<file path="config.mk">
export PLATFORM = sky130hd
export DESIGN_NAME = if_id_fetch_stage
export DESIGN_NICKNAME = d
export VERILOG_FILES = /design/src/rtl/if_id_fetch_stage.sv
export SDC_FILE = /design/constraint.sdc
export NUM_CORES = 1
export LEC_CHECK = 0
export BUFFER_PORTS_ARGS = -buffer_cell sky130_fd_sc_hd__buf_2
export CAP_MARGIN = 10
export CORE_MARGIN = 3
export CORE_UTILIZATION = 46
export DETAILED_ROUTE_END_ITERATION = 10
export PLACE_DENSITY = 0.76
export SLEW_MARGIN = 20
export SYNTH_ARGS = -nofsm -noshare
export SYNTH_HDL_FRONTEND = slang
export SYNTH_SLANG_ARGS = --single-unit
export TNS_END_PERCENT = 10
</file>
<file path="constraint.sdc">
create_clock -name clk_i -period 3.6 [get_ports clk_i]
set_input_delay 0.36 -clock clk_i [delete_from_list [all_inputs] [get_ports clk_i]]
set_output_delay 0.36 -clock clk_i [all_outputs]
set_load 0.005 [all_outputs]
</file>
<file path="src/rtl/if_id_fetch_stage.sv">
// Fetch end of the load-use stall interface: PC register, IF/ID pipeline register,
// and stall-cycle accounting (a saturating total plus a sticky over-long-stall flag).
module if_id_fetch_stage #(
  parameter logic [31:0] RESET_PC  = 32'h0000_0000,
  parameter int unsigned MAX_STALL = 2,
  parameter int unsigned CNT_W     = 16
) (
  input  logic             clk_i,
  input  logic             rst_i,
  input  logic             start_i,
  input  logic             pc_stall_i,
  input  logic             ifid_stall_i,
  input  logic             flush_i,
  input  logic [31:0]      target_i,
  input  logic [31:0]      inst_mem_i,
  output logic [31:0]      pc_o,
  output logic [31:0]      ifid_pc4_o,
  output logic [31:0]      ifid_inst_o,
  output logic             ifid_valid_o,
  output logic [CNT_W-1:0] stall_cnt_o,
  output logic             stall_err_o
);

  typedef enum logic {IDLE, RUN} state_t;

  localparam int unsigned RUN_W = 5;
  localparam logic [RUN_W-1:0] RUN_LIMIT = RUN_W'(MAX_STALL + 1);

  state_t           state_q, state_d;
  logic [31:0]      pc_q, pc_d;
  logic [31:0]      pc4_q, pc4_d;
  logic [31:0]      inst_q, inst_d;
  logic             valid_q, valid_d;
  logic [CNT_W-1:0] cnt_q, cnt_d;
  logic [RUN_W-1:0] run_q, run_d;
  logic             err_q, err_d;

  logic             active;
  logic             stall_cycle;
  logic [31:0]      pc_plus4;

  // The edge that leaves IDLE already performs a fetch, so behaviour keys off start_i.
  assign active      = start_i;
  assign stall_cycle = active & (pc_stall_i | ifid_stall_i);
  assign pc_plus4    = pc_q + 32'd4;

  always_comb begin
    state_d = state_q;
    case (state_q)
      IDLE:    if (start_i)  state_d = RUN;
      RUN:     if (!start_i) state_d = IDLE;
      default: state_d = IDLE;
    endcase
  end

  always_comb begin
    pc_d    = pc_q;
    pc4_d   = pc4_q;
    inst_d  = inst_q;
    valid_d = valid_q;
    if (!active) begin
      inst_d  = 32'h0;
      valid_d = 1'b0;
    end else if (ifid_stall_i) begin
      // Hold everything; a flush now would use branch operands that are not ready.
    end else if (pc_stall_i) begin
      inst_d  = 32'h0;
      valid_d = 1'b0;
    end else if (flush_i) begin
      pc_d    = target_i;
      pc4_d   = 32'h0;
      inst_d  = 32'h0;
      valid_d = 1'b0;
    end else begin
      pc_d    = pc_plus4;
      pc4_d   = pc_plus4;
      inst_d  = inst_mem_i;
      valid_d = 1'b1;
    end
  end

  always_comb begin
    cnt_d = cnt_q;
    run_d = run_q;
    if (stall_cycle) begin
      if (cnt_q != {CNT_W{1'b1}}) cnt_d = cnt_q + 1'b1;
      // Saturating at the limit is enough: the error flag is sticky once reached.
      if (run_q != RUN_LIMIT) run_d = run_q + 1'b1;
    end else if (active) begin
      run_d = '0;
    end
    err_d = err_q | (run_d == RUN_LIMIT);
  end

  always_ff @(posedge clk_i or posedge rst_i) begin
    if (rst_i) begin
      state_q <= IDLE;
      pc_q    <= RESET_PC;
      pc4_q   <= 32'h0;
      inst_q  <= 32'h0;
      valid_q <= 1'b0;
      cnt_q   <= '0;
      run_q   <= '0;
      err_q   <= 1'b0;
    end else begin
      state_q <= state_d;
      pc_q    <= pc_d;
      pc4_q   <= pc4_d;
      inst_q  <= inst_d;
      valid_q <= valid_d;
      cnt_q   <= cnt_d;
      run_q   <= run_d;
      err_q   <= err_d;
    end
  end

  assign pc_o         = pc_q;
  assign ifid_pc4_o   = pc4_q;
  assign ifid_inst_o  = inst_q;
  assign ifid_valid_o = valid_q;
  assign stall_cnt_o  = cnt_q;
  assign stall_err_o  = err_q;

endmodule

</file>
; Yosys cells after proc, flatten, opt, wreduce, memory -nomap -nowiden
; Cells that the tools add are included.
[word_totals]
in_bits = 70
out_inout_bits = 114
register_bits = 119
wordCells = 34
[classes]
bitwise = 5
n_addsub = 3
n_reduce_logical = 2
muxes = 13
n_eq_ne = 4
[op_table]
columns = operator, count
row1 = two-way mux 32 bit, 6
row2 = adder 32 x 3 -> 32 bit (second input constant), 1
row3 = adder 16 x 1 -> 16 bit (second input constant), 1
row4 = inequality test 16 bit (second input constant), 1
row5 = two-way mux 5 bit, 3
row6 = adder 5 x 1 -> 5 bit (second input constant), 1
row7 = equality test 5 x 2 -> 1 bit (second input constant), 1
row8 = inequality test 5 x 2 -> 1 bit (second input constant), 1
row9 = two-way mux 1 bit, 4
row10 = AND reduction 3 bit, 1
row11 = inequality test 2 bit (second input constant), 1
row12 = NOT 1 bit, 2
row13 = bitwise OR 1 bit, 2
row14 = AND reduction 2 bit, 1
row15 = bitwise AND 1 bit, 1

; Logic depth before layout (Yosys ltp)
[depth]
depth_word = 5
depth_mapped = 7

; Least setup slack after synthesis
; OpenSTA, ideal clock, no wires.
[synth_path]
path_kind = register to register
from = reg pc_q[2], in the netlist pc_o[2]
to = reg pc_q[20], in the netlist pc_o[20]
t_arrival_ns = 1.996
path_stages_with_launch = 8
slack_ns = 1.482
synth_period_minus_slack_ns = 2.118
n_path_buf = 1
setup_ns = 0.121
path_cell_list = dfrtp_1 -> ha_1 -> clkbuf_1 -> nand3_1 -> or4_4 -> nor4_2 -> a31oi_1 -> o22a_1
[synth_between]
elab_chain_len = 2
[synth_lines]
columns = element, line
row1 = from (decl), 30  ; logic [31:0] pc_q, pc_d;
row2 = from (signal assigned), 107  ; pc_q <= pc_d;
row3 = adder 32 x 3 -> 32 bit, 45  ; assign pc_plus4 = pc_q + 32'd4;
row4 = two-way mux 32 bit, 69  ; end else if (flush_i) begin
; Every way passes these cells.
; A chain may end at the register's enable or synchronous reset.

; Worst setup path in the final report
[layout_path]
from = reg pc_q[5], in the netlist pc_o[5]
to = reg pc_q[24], in the netlist pc_o[24]
; The elaborated chain is that of the path after synthesis.

==> flow_metrics.tcl <==
set metrics [dict create \
    start_util_pct 48.3 \
    grt_overflow 0 \
    hold_buffers 0 \
    finalSetupViolCount 0 \
    die-area_um2 13700 \
    cts_tree "built" \
    critical_path_class "flop to flop" \
    grt_pass1_wl_mm 24.8 \
    drt_iter0_markers 463 \
    r2r_cells 4 \
    drive_gt1_share_pct 31.7 \
    dp_hpwl_mm 11.2 \
    cp.required_ns 3.89 \
    numPortBuffers 183 \
    vias 5140 \
    nNetsFinal 808 \
    antenna_found_initial 0 \
    ant_nets 0 \
    synthFlopType "dfrtp_1" \
    synth_top_cells_by_count "dfrtp_1, nand2_1, o21ai_0" \
    ctsResizeCount 0 \
    peakVddDrop_v 0.000451 \
    r2r_setup_slack_ns 1.18 \
    cts_buffers 17 \
    synth_top_area_share_pct 52.6 \
    rsz0062_at_grt "no" \
    yosys_warnings 0 \
    die_h_um 117 \
    syn-cell-area_um2 5660 \
    yosysUniqueCellTypes 55 \
    p_per_area_nw_per_um2 583 \
    ios 184 \
    syn_to_final_growth_pct 29.3 \
    die_x_um 117 \
    avgViaCountPerCell 5.76 \
    placed_area_um2 6680 \
    gp_congestion 0.845 \
    critPathArrivalTime_ns 2.71 \
    fin_util_pct 62.5 \
    yosysMostFrequentCell "dfrtp_1" \
    postCtsSetupRepairBufs 0 \
    report.final.slew_viol_count 0 \
    period_minus_slack_ns 2.42 \
    cts_sinks 119 \
    totalWireLength_mm 15.8 \
    reg2reg_to "pc_o[24]" \
    fin_skew_ns 0.00730 \
    max_clock_freq_ghz 0.413 \
    fill_cells 999 \
    fin_area_um2 7310 \
    worst_slew_pin_slew_ns 1.03 \
    clkLatencyLatePin_ns 0.42 \
    crit_fanout 11 \
    drv_cap 0 \
    synth_nets 633 \
    syn-instance-count 560 \
    tns_ns 0 \
    status "complete, no violations" \
    ys_ff_latch 119 \
    clkTransAtPathRegs_ns 0.06 \
    leakagePower_nw 3.56 \
    cts_buffer_depth 2 \
    layout_worst_path_cycle_share_pct 67.3 \
    grt_pass1_vias 4985 \
    hp-class "primary input to asynchronous set/reset pin" \
    core_area_um2 11700 \
    hold_viol_final 0 \
    htreeDepth 4 \
    start_kind "flop" \
    synthTopCellsByArea "dfrtp_1, a22o_1, o21ai_0" \
    rows 39 \
    async_reset_ff_share_pct 100 \
    clock-root-buffer "clkbuf_16" \
    avgRoutedWirePerCell_um 17.7 \
    dr.pass1.iters 6 \
    crit_path_end_kind "flop" \
    slew_headroom_pct 30.6 \
    reg2reg_from "pc_o[5]" \
    grt_usage_pct 23.5 \
    grt_max_degree 63 \
    synth-seq-area-share_pct 52.6 \
    synth.avg_cell_area_um2 10.1 \
    synth-edff-count 0 \
    synth_area_leader_cell "dfrtp_1" \
    drc 0 \
]
## per-stage QoR
stage	total power, mW	instances	setup WS [ns]	hold WS (ns)
2_1_floorplan	2.14	560	0.0825	0.454
3_3_place_gp	2.46	859	1.21	0.457
3_5_place_dp	2.49	859	1.21	0.461
4_1_cts	4.29	891	1.20	0.104
5_1_grt	4.48	891	0.896	0.140
6_report	4.27	893	1.18	0.0725
## cell usage in the layout, fill, tap and decap left out, drive strengths merged, types with 5 or more instances in the layout
master / count
dfrtp: 119
nor2: 32
clkinv: 5
a22oi: 8
or4: 5
mux2: 5
nor3: 20
a22o: 37
nor4: 6
and3: 11
xor2: 10
o21ai: 56
buf: 191
inv: 11
nand2: 56
a31oi: 7
a21oi: 11
xnor2: 29
nand3: 34
nand4: 9
o2bb2ai: 6
clkbuf: 24
## cells by family (layout without fill, tap and decap cells)
| group | after synthesis | count (layout) | synth area share, % |
|---|---|---|---|
| adder cells (fa/ha/maj) | 3 | 3 | 0.664 |
| flip-flops | 119 | 119 | 52.6 |
| other | 0 | 2 | 0 |
| multiplexers | 7 | 7 | 1.35 |
| AO/OA/AOI/OAI | 155 | 155 | 18.9 |
| buffers and inverters | 47 | 235 | 3.21 |
| XOR/XNOR | 39 | 39 | 6.04 |
| AND/OR/NAND/NOR | 190 | 190 | 17.2 |
## worst max-delay path, stage by stage, from the launching register on
cell,delay (ns)
dfrtp_1,0.51
nand2_1,0.20
nor4_1,0.87
nand3_1,0.29
a311o_1,0.43
## worst max-delay path by stage
stage | startpoint | slack, ns | cells after the start | end
floorplan | rst_i | 0.08 | 1 | ifid_inst_o[0]
detailed placement | pc_o[5] | 1.21 | 5 | ifid_pc4_o[30]
finish | pc_o[5] | 1.18 | 4 | pc_o[24]
CTS | pc_o[5] | 1.20 | 5 | ifid_pc4_o[25]
global route | pc_o[5] | 0.90 | 5 | ifid_pc4_o[25]
global placement | pc_o[5] | 1.21 | 5 | ifid_pc4_o[30]
## sequential cells by signal (all words and copies together) (netlist names)
signal / count
ifid_valid_o: 1
stall_err_o: 1
pc_o: 32
ifid_inst_o: 32
ifid_pc4_o: 32
run_q: 5
stall_cnt_o: 16
## routing by layer
layer,vias to the layer above,wire length (um),global-route usage [%]
met2,224,7600,37.5
met3,26,1540,9.25
met4,0,268,8.41
met5,-,0,0
met1,2492,6380,29.1
li1,2398,-,-
## area by class of cell
| class | count | area, um2 | area share, % |
|---|---|---|---|
| Antenna cell | 2 | 5.00 | 0.0684 |
| Clock buffer | 24 | 482 | 6.59 |
| Clock inverter | 8 | 144 | 1.97 |
| Inverter | 12 | 47.5 | 0.650 |
| Multi-Input combinational cell | 394 | 2500 | 34.2 |
| Sequential cell | 119 | 2980 | 40.7 |
| Tap cell | 143 | 179 | 2.45 |
| Timing Repair Buffer | 191 | 976 | 13.3 |
## power by group
group	total (mW)	internal, mW	switching (mW)
registers	1.76	1.53	0.232
clock network	1.79	1.21	0.582
logic	0.713	0.348	0.365
total	4.27	3.09	1.18
Note: power is estimated with default switching activity, not from simulation.
